### config.mk
export PLATFORM = sky130hd
export DESIGN_NAME = risk_seq_flat
export DESIGN_NICKNAME = d
export VERILOG_FILES = /design/src/rtl/risk_seq_if.sv /design/src/rtl/risk_seq.sv /design/src/flat_wrapper.sv
export SDC_FILE = /design/constraint.sdc
export NUM_CORES = 1
export LEC_CHECK = 0
export CAP_MARGIN = 15
export CORE_MARGIN = 2
export CORE_UTILIZATION = 45
export DETAILED_ROUTE_END_ITERATION = 8
export PLACE_DENSITY = 0.8
export RECOVER_POWER = 100
export SKIP_CTS_REPAIR_TIMING = 1
export SYNTH_ARGS = -nofsm -noshare
export SYNTH_HDL_FRONTEND = slang
export SYNTH_SLANG_ARGS = --single-unit
### constraint.sdc
create_clock -name clk -period 2 [get_ports clk]
set_input_delay 0.2 -clock clk [delete_from_list [all_inputs] [get_ports clk]]
set_output_delay 0.2 -clock clk [all_outputs]
set_load 0.01 [all_outputs]
### src/rtl/risk_seq_if.sv
// Descriptor handshake bundle between a command source and the risk sequencer.
// The master drives descriptors; the sequencer (slave) returns cmd_ready.
interface risk_seq_if;
    logic        cmd_valid;
    logic        cmd_ready;
    logic [2:0]  cmd_func;
    logic [4:0]  cmd_reg;
    logic [14:0] cmd_addr;
    logic [13:0] cmd_stride_x;
    logic [13:0] cmd_stride_y;
    logic [14:0] cmd_step;
    logic [7:0]  cmd_count;

    modport master (
        output cmd_valid, cmd_func, cmd_reg, cmd_addr, cmd_stride_x, cmd_stride_y,
               cmd_step, cmd_count,
        input  cmd_ready
    );

    modport slave (
        input  cmd_valid, cmd_func, cmd_reg, cmd_addr, cmd_stride_x, cmd_stride_y,
               cmd_step, cmd_count,
        output cmd_ready
    );
endinterface

### src/rtl/risk_seq.sv
// Expands one descriptor into a train of per-cycle risk-unit ops, then drains and pulses done.
// Optional macro RISK_SEQ_BOUNDS_EN rejects descriptors whose last address exceeds 15 bits.
module risk_seq #(
    parameter int DRAIN = 3
) (
    input  logic        clk,
    input  logic        reset,
    risk_seq_if.slave   cmd,
    output logic [2:0]  risk_func,
    output logic [4:0]  risk_reg,
    output logic [14:0] risk_addr,
    output logic [13:0] risk_stride_x,
    output logic [13:0] risk_stride_y,
    output logic        busy,
    output logic        done,
    output logic        err
);
    localparam logic [2:0] FUNC_NOP = 3'b111;
    localparam int         DW       = $clog2(DRAIN + 2);

    typedef enum logic [1:0] {
        ST_IDLE  = 2'd0,
        ST_ISSUE = 2'd1,
        ST_DRAIN = 2'd2,
        ST_FIN   = 2'd3
    } state_t;

    state_t         state_reg, state_next;
    logic [2:0]     func_reg, func_next;
    logic [4:0]     reg_cur_reg, reg_cur_next;
    logic [14:0]    addr_cur_reg, addr_cur_next;
    logic [14:0]    step_reg, step_next;
    logic [13:0]    sx_reg, sx_next;
    logic [13:0]    sy_reg, sy_next;
    logic [7:0]     remain_reg, remain_next;
    logic [DW-1:0]  drain_reg, drain_next;
    logic           err_reg, err_next;

    logic [2:0]     risk_func_reg, risk_func_next;
    logic [4:0]     risk_reg_reg, risk_reg_next;
    logic [14:0]    risk_addr_reg, risk_addr_next;
    logic [13:0]    risk_sx_reg, risk_sx_next;
    logic [13:0]    risk_sy_reg, risk_sy_next;

    logic           ready;
    logic           handshake;
    logic           reject_func;
    logic           reject_bounds;

    assign ready         = (state_reg == ST_IDLE) && !reset;
    assign cmd.cmd_ready = ready;
    assign handshake     = cmd.cmd_valid && ready;
    assign reject_func   = (cmd.cmd_func > 3'b010);

`ifdef RISK_SEQ_BOUNDS_EN
    logic [31:0] last_addr_full;
    assign last_addr_full = 32'(cmd.cmd_addr)
                          + (32'(cmd.cmd_count) - 32'd1) * 32'(cmd.cmd_step);
    assign reject_bounds  = (cmd.cmd_count != 8'd0) && (last_addr_full > 32'd32767);
`else
    assign reject_bounds  = 1'b0;
`endif

    always_comb begin
        state_next     = state_reg;
        func_next      = func_reg;
        reg_cur_next   = reg_cur_reg;
        addr_cur_next  = addr_cur_reg;
        step_next      = step_reg;
        sx_next        = sx_reg;
        sy_next        = sy_reg;
        remain_next    = remain_reg;
        drain_next     = drain_reg;
        err_next       = err_reg;
        risk_func_next = FUNC_NOP;
        risk_reg_next  = risk_reg_reg;
        risk_addr_next = risk_addr_reg;
        risk_sx_next   = risk_sx_reg;
        risk_sy_next   = risk_sy_reg;

        unique case (state_reg)
            ST_IDLE: begin
                if (handshake) begin
                    func_next     = cmd.cmd_func;
                    reg_cur_next  = cmd.cmd_reg;
                    addr_cur_next = cmd.cmd_addr;
                    step_next     = cmd.cmd_step;
                    sx_next       = cmd.cmd_stride_x;
                    sy_next       = cmd.cmd_stride_y;
                    remain_next   = cmd.cmd_count;
                    err_next      = reject_func || reject_bounds;
                    if (reject_func || reject_bounds || (cmd.cmd_count == 8'd0))
                        state_next = ST_FIN;
                    else
                        state_next = ST_ISSUE;
                end
            end
            ST_ISSUE: begin
                // The op computed here is registered and shows on risk_* next cycle.
                risk_func_next = func_reg;
                risk_reg_next  = reg_cur_reg;
                risk_addr_next = addr_cur_reg;
                risk_sx_next   = sx_reg;
                risk_sy_next   = sy_reg;
                reg_cur_next   = reg_cur_reg + 5'd1;
                addr_cur_next  = addr_cur_reg + step_reg;
                remain_next    = remain_reg - 8'd1;
                if (remain_reg == 8'd1) begin
                    state_next = ST_DRAIN;
                    drain_next = DW'(DRAIN);
                end
            end
            ST_DRAIN: begin
                // First DRAIN cycle still shows the final op; the rest are NOP cycles.
                if (drain_reg == '0)
                    state_next = ST_FIN;
                else
                    drain_next = drain_reg - DW'(1);
            end
            ST_FIN: begin
                state_next = ST_IDLE;
                err_next   = 1'b0;
            end
            default: state_next = ST_IDLE;
        endcase
    end

    always_ff @(posedge clk) begin
        if (reset) begin
            state_reg     <= ST_IDLE;
            func_reg      <= 3'd0;
            reg_cur_reg   <= 5'd0;
            addr_cur_reg  <= 15'd0;
            step_reg      <= 15'd0;
            sx_reg        <= 14'd0;
            sy_reg        <= 14'd0;
            remain_reg    <= 8'd0;
            drain_reg     <= '0;
            err_reg       <= 1'b0;
            risk_func_reg <= FUNC_NOP;
            risk_reg_reg  <= 5'd0;
            risk_addr_reg <= 15'd0;
            risk_sx_reg   <= 14'd0;
            risk_sy_reg   <= 14'd0;
        end else begin
            state_reg     <= state_next;
            func_reg      <= func_next;
            reg_cur_reg   <= reg_cur_next;
            addr_cur_reg  <= addr_cur_next;
            step_reg      <= step_next;
            sx_reg        <= sx_next;
            sy_reg        <= sy_next;
            remain_reg    <= remain_next;
            drain_reg     <= drain_next;
            err_reg       <= err_next;
            risk_func_reg <= risk_func_next;
            risk_reg_reg  <= risk_reg_next;
            risk_addr_reg <= risk_addr_next;
            risk_sx_reg   <= risk_sx_next;
            risk_sy_reg   <= risk_sy_next;
        end
    end

    assign risk_func     = risk_func_reg;
    assign risk_reg      = risk_reg_reg;
    assign risk_addr     = risk_addr_reg;
    assign risk_stride_x = risk_sx_reg;
    assign risk_stride_y = risk_sy_reg;
    assign busy          = (state_reg != ST_IDLE);
    assign done          = (state_reg == ST_FIN);
    assign err           = (state_reg == ST_FIN) && err_reg;
endmodule

### src/flat_wrapper.sv
// flat-port wrapper written by rule: the top's interface ports become plain ports
module risk_seq_flat 
#(
    parameter int DRAIN = 3
)
  (clk, reset, risk_func, risk_reg, risk_addr, risk_stride_x, risk_stride_y, busy, done, err, cmd_cmd_valid, cmd_cmd_func, cmd_cmd_reg, cmd_cmd_addr, cmd_cmd_stride_x, cmd_cmd_stride_y, cmd_cmd_step, cmd_cmd_count, cmd_cmd_ready);
  risk_seq_if cmd_i ();
  input  logic clk;
  input  logic reset;
  output logic [2:0] risk_func;
  output logic [4:0] risk_reg;
  output logic [14:0] risk_addr;
  output logic [13:0] risk_stride_x;
  output logic [13:0] risk_stride_y;
  output logic busy;
  output logic done;
  output logic err;
  input wire logic [$bits(cmd_i.cmd_valid)-1:0] cmd_cmd_valid;
  input wire logic [$bits(cmd_i.cmd_func)-1:0] cmd_cmd_func;
  input wire logic [$bits(cmd_i.cmd_reg)-1:0] cmd_cmd_reg;
  input wire logic [$bits(cmd_i.cmd_addr)-1:0] cmd_cmd_addr;
  input wire logic [$bits(cmd_i.cmd_stride_x)-1:0] cmd_cmd_stride_x;
  input wire logic [$bits(cmd_i.cmd_stride_y)-1:0] cmd_cmd_stride_y;
  input wire logic [$bits(cmd_i.cmd_step)-1:0] cmd_cmd_step;
  input wire logic [$bits(cmd_i.cmd_count)-1:0] cmd_cmd_count;
  output wire logic [$bits(cmd_i.cmd_ready)-1:0] cmd_cmd_ready;
  assign cmd_i.cmd_valid = cmd_cmd_valid;
  assign cmd_i.cmd_func = cmd_cmd_func;
  assign cmd_i.cmd_reg = cmd_cmd_reg;
  assign cmd_i.cmd_addr = cmd_cmd_addr;
  assign cmd_i.cmd_stride_x = cmd_cmd_stride_x;
  assign cmd_i.cmd_stride_y = cmd_cmd_stride_y;
  assign cmd_i.cmd_step = cmd_cmd_step;
  assign cmd_i.cmd_count = cmd_cmd_count;
  assign cmd_cmd_ready = cmd_i.cmd_ready;
  risk_seq #(.DRAIN(DRAIN)) u_core (.clk(clk), .reset(reset), .cmd(cmd_i), .risk_func(risk_func), .risk_reg(risk_reg), .risk_addr(risk_addr), .risk_stride_x(risk_stride_x), .risk_stride_y(risk_stride_y), .busy(busy), .done(done), .err(err));
endmodule
Word level (Yosys, flattened, before mapping). Index checks and enable logic that the tools add are counted.

Flip-flop bits (word level): 131. Input bits: 77. Logic and storage cells: 63.

$add $sub $neg: 4. Order comparisons: 1. Eq/ne operators: 8. Multiplexer cells: 16. Bitwise operators: 1. Reductions and logical operators: 18.

Operators with widths (count): $pmux 15 s2 (1); $pmux 8 s2 (1); $add 15x15->15 (1); $mux 15 (1); $pmux 5 s2 (1); $eq 8x1->1 const B (1); $logic_not 8->1 (1); $mux 2 (4); $mux 8 (1); $pmux 2 s4 (1); $reduce_bool 2->1 (4); $sub 8x1->8 const B (1); $mux 3 (2); $ne 2x1->1 const B (3); $pmux 3 s2 (1); $reduce_and 2->1 (3); $reduce_and 3->1 (2); $add 5x1->5 const B (1); $mux 5 (1); $eq 2x2->1 const B (2); $gt 3x2->1 const B (1); $logic_and 1x1->1 (3); $logic_not 3->1 (1); $sub 3x1->3 const B (1); other kinds (9) (9).

Depth between registers and ports, before layout. Gate-level depths: netlist (run 1).

Depth after elaboration: 5. Depth in mapped cells: 10. Depth with buffers taken out: 10.

Worst setup path before layout (run 1). Ideal clock, no wire load.

Path kind: register -> register. From: reg u_core.addr_cur_reg[0]. To: reg u_core.addr_cur_reg[14]. Setup time: 0.141 ns. Data arrival time: 1.976 ns. Path slack: -0.117 ns. Stages on the path, launching flop included: 11. Buffers on the path: 0. Clock period less this slack: 2.117 ns. Cells stage by stage: dfxtp_1 ha_1 inv_1 fa_1 nor2b_1 o2111ai_1 a21oi_1 o31ai_1 xnor2_1 mux2i_1 a221oi_1.

Word-level cells in the longest chain between the ends: 2.

Ends and longest elaborated chain: from (decl) (RTL line risk_seq.sv:31) `logic [14:0] addr_cur_reg, addr_cur_next;`; from (signal assigned) (RTL line risk_seq.sv:149) `addr_cur_reg <= addr_cur_next;`; $add 15x15->15 (RTL line risk_seq.sv:106) `addr_cur_next = addr_cur_reg + step_reg;`; $pmux 15 s2 (RTL line risk_seq.sv:81) `unique case (state_reg)`.

No other way between the ends. A chain may end at the register's enable or synchronous reset.

Worst setup path in the final report (run 1).
From: reg u_core.step_reg[9]. To: reg u_core.addr_cur_reg[14].

Word-level cells in the longest chain between the ends: 2.

Ends and longest elaborated chain: from (decl) (RTL line risk_seq.sv:32) `logic [14:0] step_reg, step_next;`; from (signal assigned) (RTL line risk_seq.sv:150) `step_reg <= step_next;`; $add 15x15->15 (RTL line risk_seq.sv:106); $pmux 15 s2 (RTL line risk_seq.sv:81).

No other way between the ends.

==> summary.txt, run 1 <==
Clk pwr share - 29.7%
critical-path cell list - ha_4 > buf_4 > a311oi_2 > o21ai_1 > o31ai_2 > xnor2_1 > mux2i_1 > a221oi_2
Slew Limit Headroom - 49.4%
largest net degree at the start of global routing - 53
total wire length - 15.7 mm
Switch Pwr - 0.00372 W
Clock Latency Late Sink - 420 ps
slowest CP cell - dfxtp_1
post-route setup slack - -103 ps
Placed Area - 0.00757 mm²
initial antenna violation count - 0
Yosys reg bits - 131
CP Max Fanout - 4
root buf cell - clkbuf_16
Die X - 118 µm
input/output buffers - 131
Startpoint Class - register
combinational share of power - 37.7%
ANT nets after route - 0
sequential fraction of the synthesis area - 45.2%
final setup vio count - 13
Final Wtd Congestion - 0.845
FF+latch area - 0.00263 mm²
die footprint - 0.0138 mm²
CP arrival - 2380 ps
DR WL/cell - 15.2 µm
Num CTS Buffers - 17
Initial Util - 46.0%
Longest Clk Path Bufs - 2
vias in the first global route - 5,182
Tmin final - 2100 ps
via count - 5,395
most frequent cells in the layout - dfxtp_1 (124), nand2_1 (122), nor2_1 (84), clkdlybuf4s50_1 (76), nand3_1 (56)
skew final - 8.31 ps
Clk pin slew, worst setup/hold paths - 60 ps
Main synth FF type - dfxtp_1
most common cell after layout, fill and taps aside - dfxtp_1
Critical Path RT - 2280 ps
io pins - 132
worst min path class - input port to register
Layout Nets - 947
Max Cap Violations - 0
Metal-1 WL - 7.01 mm
Ant. Diodes - 0
worst setup path class - register to register
Mapped Area - 0.00580 mm²
fin. max-slew vios - 0
Die Y - 118 µm
row cnt - 41
leak pwr - 3.62 nW
RSZ-0062 raised after global routing - yes
DRC errors left - 0
Final Util - 66.4%
CTS H-tree depth - 4
YS warnings - 0
syn_area_per_cell - 8.49 µm²
top routing layer in use - met4
global-route wire length before repair - 25.1 mm
Filler Cells Inserted - 1,054
DR iter-0 viols - 334
Sw Share - 35.0%
FFs w/ async S/R, synth - 0%
global route total overflow - 0
Max Clock Freq - 476 MHz
status - finished with violations
GRT Util Overall - 22.3%
layout cells sized above 1 - 15.2%
final critical-path share of the clock period - 105%
maximum VDD drop - 737 µV
TritonCTS clock tree - yes
Post-synth EDFFs - 0
cell area power density - 1270 mW/mm²
post-DP HPWL - 10.2 mm
internal power - 0.00691 W
nature of the critical path endpoint - register
Met2 Wirelength - 7.37 mm
met3 routed WL - 1.08 mm
Area Overhead vs Synth - 44.4%
failing checks - setup timing
post-route cell area - 0.00838 mm²
Worst-Margin Slew - 758 ps
share of power burned in registers - 32.6%
Clock Sinks - 131
first drt pass iteration count - 5
area occupied by multi-input gates - 0.00315 mm²
Mapped Nets - 785
Avg Vias per Cell - 5.24
final hold violation count - 0
slowest stage delay, CP - 390 ps
Post-Syn Instances - 683
core area - 0.0126 mm²
Synth cell types - 50
## synth_stat cells, types with 2 or more instances
library cell,instances,share of area (%)
o21ai_0,22,1.9
a221oi_1,2,0.30
nor3_1,5,0.43
a31oi_1,7,0.75
a211oi_1,17,2.2
nor2_1,86,5.6
nor4b_1,2,0.30
a21o_1,8,1.0
xor2_1,3,0.45
inv_1,15,0.97
o21a_1,2,0.26
or3_2,2,0.26
nand2_2,2,0.22
buf_2,7,0.60
a22oi_1,2,0.26
o22ai_1,2,0.22
o31ai_1,2,0.26
xnor2_1,6,0.91
mux2i_1,54,9.3
nand2b_1,2,0.22
o221ai_1,3,0.45
ha_1,24,5.2
a311oi_1,4,0.60
nand2_1,122,7.9
or3_1,4,0.43
nand3_1,56,4.8
and3_1,3,0.32
nor4_1,3,0.32
nor2b_1,4,0.43
buf_1,6,0.39
dfxtp_1,131,45
a21oi_1,30,2.6
clkbuf_1,28,1.8
## layout make-up
type	instances	share of cell area (%)
Timing Repair Buffer	184	20.4
Tap cell	172	2.57
Sequential cell	131	31.4
Multi-Input combinational cell	495	37.6
Inverter	16	0.717
Clock inverter	10	1.46
Clock buffer	22	5.78
## layer usage
| metal | track usage (%) | up-vias |
|---|---|---|
| met5 | 0 | - |
| met4 | 8.28 | 0 |
| met3 | 7.03 | 20 |
| met2 | 35.9 | 154 |
| met1 | 28.3 | 2539 |
| li1 | - | 2682 |
## final timing paths
check	start	to	slack, ps	cells after the start
max	u_core.step_reg[9]$_SDFFE_PP0P_	u_core.addr_cur_reg[14]$_SDFFE_PP0P_	-100	8
min	reset	u_core.risk_stride_y[8]$_SDFFE_PP0P_	310	3
max reg2reg	u_core.step_reg[9]$_SDFFE_PP0P_	u_core.addr_cur_reg[14]$_SDFFE_PP0P_	-100	8
min reg2reg	u_core.func_reg[1]$_SDFFE_PP0P_	u_core.risk_func[1]$_SDFF_PP1_	440	1
## through the flow
stage	std cells	TNS, ps	total power [W]	setup slack (ps)	hold slack (ps)
after floorplan	683	-49.7	0.00587	-49.7	299
after global placement	991	-261	0.00718	-152	420
after detailed placement	991	-572	0.00727	-254	427
after CTS	1023	-927	0.0105	-279	276
after global routing	1030	-6600	0.0112	-230	292
final	1030	-352	0.0106	-103	306
## cells by family (layout without fill, tap and decap cells)
family	count (synthesis)	after routing	synth area share [%]
AOI/OAI and AO/OA	111	111	12.7
xor gates and xnor gates	9	9	1.36
adders and majority gates	25	25	5.52
buffers and inverters	57	232	3.84
DFF	131	131	45.2
muxes	55	55	9.51
and+or+nand+nor	295	295	21.8
## power groups by stage
stage	logic (W)	registers (W)	clock network, W
6_report	0.00400	0.00347	0.00316
5_1_grt	0.00439	0.00351	0.00333
4_1_cts	0.00383	0.00343	0.00320
3_5_place_dp	0.00379	0.00347	0
3_3_place_gp	0.00373	0.00345	0
2_1_floorplan	0.00242	0.00346	0
## critical path, delay by kind of cell, from the launching register on
family                   cells  cell delay, ps
AO/OA/AOI/OAI                4             810
XOR/XNOR                     1             170
adder cells (fa/ha/maj)      1             230
buffers and inverters        1             140
flip-flops                   1             390
multiplexers                 1             250
(Power assumes the default switching activity.)
==> run 2: changes to the inputs <==
Settings changed: CTS_BUF_LIST set to sky130_fd_sc_hd__clkbuf_16, CTS_CLUSTER_SIZE set to 24.
==> run 2 against run 1 <==
Clock-buffer cell count shrank 5. Cell area shrank 0.48%. Power shrank 1.7%. The flow still finishes with violations (setup timing).
==> summary.txt, run 2 (synthesized netlist as in run 1, its figures left out) <==
worst min path class - input port to register
Max Clock Freq - 475 MHz (-0.17%)
RR Endpoint - u_core.addr_cur_reg[14]$_SDFFE_PP0P_
CP bufs+invs - 1 (unchanged)
Worst Hold Path Cells - 3 (unchanged)
slowest CP cell - dfxtp_1
GRT Util Overall - 22.2% (-0.10 points)
most frequent cells in the layout - dfxtp_1 (124), nand2_1 (122), nor2_1 (84), clkdlybuf4s50_1 (76), nand3_1 (56)
total wire length - 15.7 mm (-0.25%)
cell area power density - 1250 mW/mm² (-1.2%)
Area Overhead vs Synth - 43.7%
hold wc startpoint - reset
Slew Limit Headroom - 48.1% (-1.4 points)
post-DP HPWL - 10.2 mm (unchanged)
maximum VDD drop - 732 µV (-0.67%)
Final Hold Slack - 306 ps (+0.124 ps)
setup TNS - -342 ps (+9.93 ps)
global route total overflow - 0 (unchanged)
DR WL/cell - 15.2 µm (-0.25%)
Clk pin slew, worst setup/hold paths - 60 ps (about the same)
core area - 0.0126 mm² (unchanged)
initial antenna violation count - 0 (unchanged)
worst setup path class - register to register
Die Y - 118 µm (unchanged)
Clock Sinks - 131 (unchanged)
input/output buffers - 131 (unchanged)
Filler Cells Inserted - 1,065 (+1.0%)
flop2flop setup slack - -110 ps (about the same)
Tmin final - 2110 ps (+3.62 ps)
die footprint - 0.0138 mm² (unchanged)
Num CTS Buffers - 17 (unchanged)
final hold violation count - 0 (unchanged)
io pins - 132 (unchanged)
Die X - 118 µm (unchanged)
global-route wire length before repair - 25.0 mm (-0.41%)
row cnt - 41 (unchanged)
fin. max-slew vios - 0 (unchanged)
final setup vio count - 12 (-1)
ANT nets after route - 0 (unchanged)
Critical Path RT - 2280 ps (about the same)
largest net degree at the start of global routing - 53 (unchanged)
Initial Util - 46.0% (unchanged)
Final Wtd Congestion - 0.845 (unchanged)
Longest Clk Path Bufs - 2 (unchanged)
Ant. Diodes - 0 (unchanged)
leak pwr - 3.60 nW (-0.51%)
Startpoint Class - register
slowest stage delay, CP - 390 ps (about the same)
DRC errors left - 0 (unchanged)
TritonCTS clock tree - yes
most common cell after layout, fill and taps aside - dfxtp_1
Avg Vias per Cell - 5.22 (-0.37%)
Worst-Margin Slew - 779 ps (+20.8 ps)
vias in the first global route - 5,181 (-0.019%)
DR iter-0 viols - 328 (-1.8%)
CP Max Fanout - 4 (unchanged)
root buf cell - clkbuf_16
skew final - 7.45 ps (-0.859 ps)
layout cells sized above 1 - 14.7% (-0.47 points)
final std cells w/o fill - 1,030 (unchanged)
Cell Count Post-Placement - 991 (unchanged)
CTS H-tree depth - 4 (unchanged)
Max Cap Violations - 0 (unchanged)
DP Worst Slack - -254 ps (unchanged)
Layout Nets - 947 (unchanged)
Crit path max-delay family - compound AO/OA/AOI/OAI gates
critical-path cell list - ha_4 > buf_4 > a311oi_2 > o21ai_1 > o31ai_2 > xnor2_1 > mux2i_1 > a221oi_2
post-route setup slack - -107 ps (-3.62 ps)
via count - 5,375 (-0.37%)
failing checks - setup timing
CP arrival - 2390 ps (about the same)
WHS Endpoint - u_core.risk_stride_y[8]$_SDFFE_PP0P_
first drt pass iteration count - 5 (unchanged)
status - finished with violations
Clock Latency Late Sink - 420 ps (about the same)
worst reg2reg path depth - 8 (unchanged)
worst r2r src - u_core.step_reg[9]$_SDFFE_PP0P_
RSZ-0062 raised after global routing - yes
nature of the critical path endpoint - register
final critical-path share of the clock period - 105% (+0.18 points)
## run 2: cell types whose count changed in the layout (fill, tap and decap cells not counted), sizes merged
cell | previous run | this run
clkinv | 3 | 7
inv | 18 | 19
clkbuf | 28 | 23
## run 2: cell type report
class	instances	area [µm²]	area share [%]
Clock buffer	17	425	5.10
Clock inverter	15	141	1.70
Inverter	16	60.1	0.720
Multi-Input combinational cell	495	3150	37.8
Sequential cell	131	2630	31.6
Tap cell	172	215	2.58
Timing Repair Buffer	184	1710	20.5
## run 2: per-stage QoR
step / total power [W] / area (µm²) / util, %
floorplan: 0.00587 / 5830 / -
global placement: 0.00718 / 7570 / 60.0
detailed placement: 0.00727 / 7570 / 60.0
CTS: 0.0103 / 8140 / 64.5
global route: 0.0111 / 8340 / 66.1
finish: 0.0105 / 8340 / 66.1
## run 2: metal layers
layer	track usage [%]	wire length, µm
met4	8.28	240
met3	6.98	1140
met5	0	0
met2	35.7	7390
met1	28.1	6890
## run 2: how the worst max path moves through the flow
stage | to | startpoint | slack, ps | cells past startpoint
final | u_core.addr_cur_reg[14]$_SDFFE_PP0P_ | u_core.step_reg[9]$_SDFFE_PP0P_ | -110 | 8
after detailed placement | u_core.addr_cur_reg[14]$_SDFFE_PP0P_ | u_core.step_reg[7]$_SDFFE_PP0P_ | -250 | 8
after CTS | u_core.addr_cur_reg[14]$_SDFFE_PP0P_ | u_core.step_reg[7]$_SDFFE_PP0P_ | -280 | 8
after global routing | u_core.addr_cur_reg[14]$_SDFFE_PP0P_ | u_core.step_reg[0]$_SDFFE_PP0P_ | -230 | 10
after floorplan | u_core.addr_cur_reg[14]$_SDFFE_PP0P_ | u_core.addr_cur_reg[0]$_SDFFE_PP0P_ | -50 | 10
after global placement | u_core.addr_cur_reg[14]$_SDFFE_PP0P_ | u_core.step_reg[7]$_SDFFE_PP0P_ | -150 | 8
## run 2: report_power, final
group / total (W) / internal, W / switching [W]
Clock: 0.00299 / 0.00182 / 0.00117
Sequential: 0.00347 / 0.00311 / 0.000360
Combinational: 0.00400 / 0.00183 / 0.00217
Total: 0.0105 / 0.00675 / 0.00371
## run 2: worst register-to-register path: stages, from the launching register on
cell and delay [ps]:
dfxtp_1 390, ha_4 230, buf_4 140, a311oi_2 310, o21ai_1 120, o31ai_2 290, xnor2_1 170, mux2i_1 250
a221oi_2 90
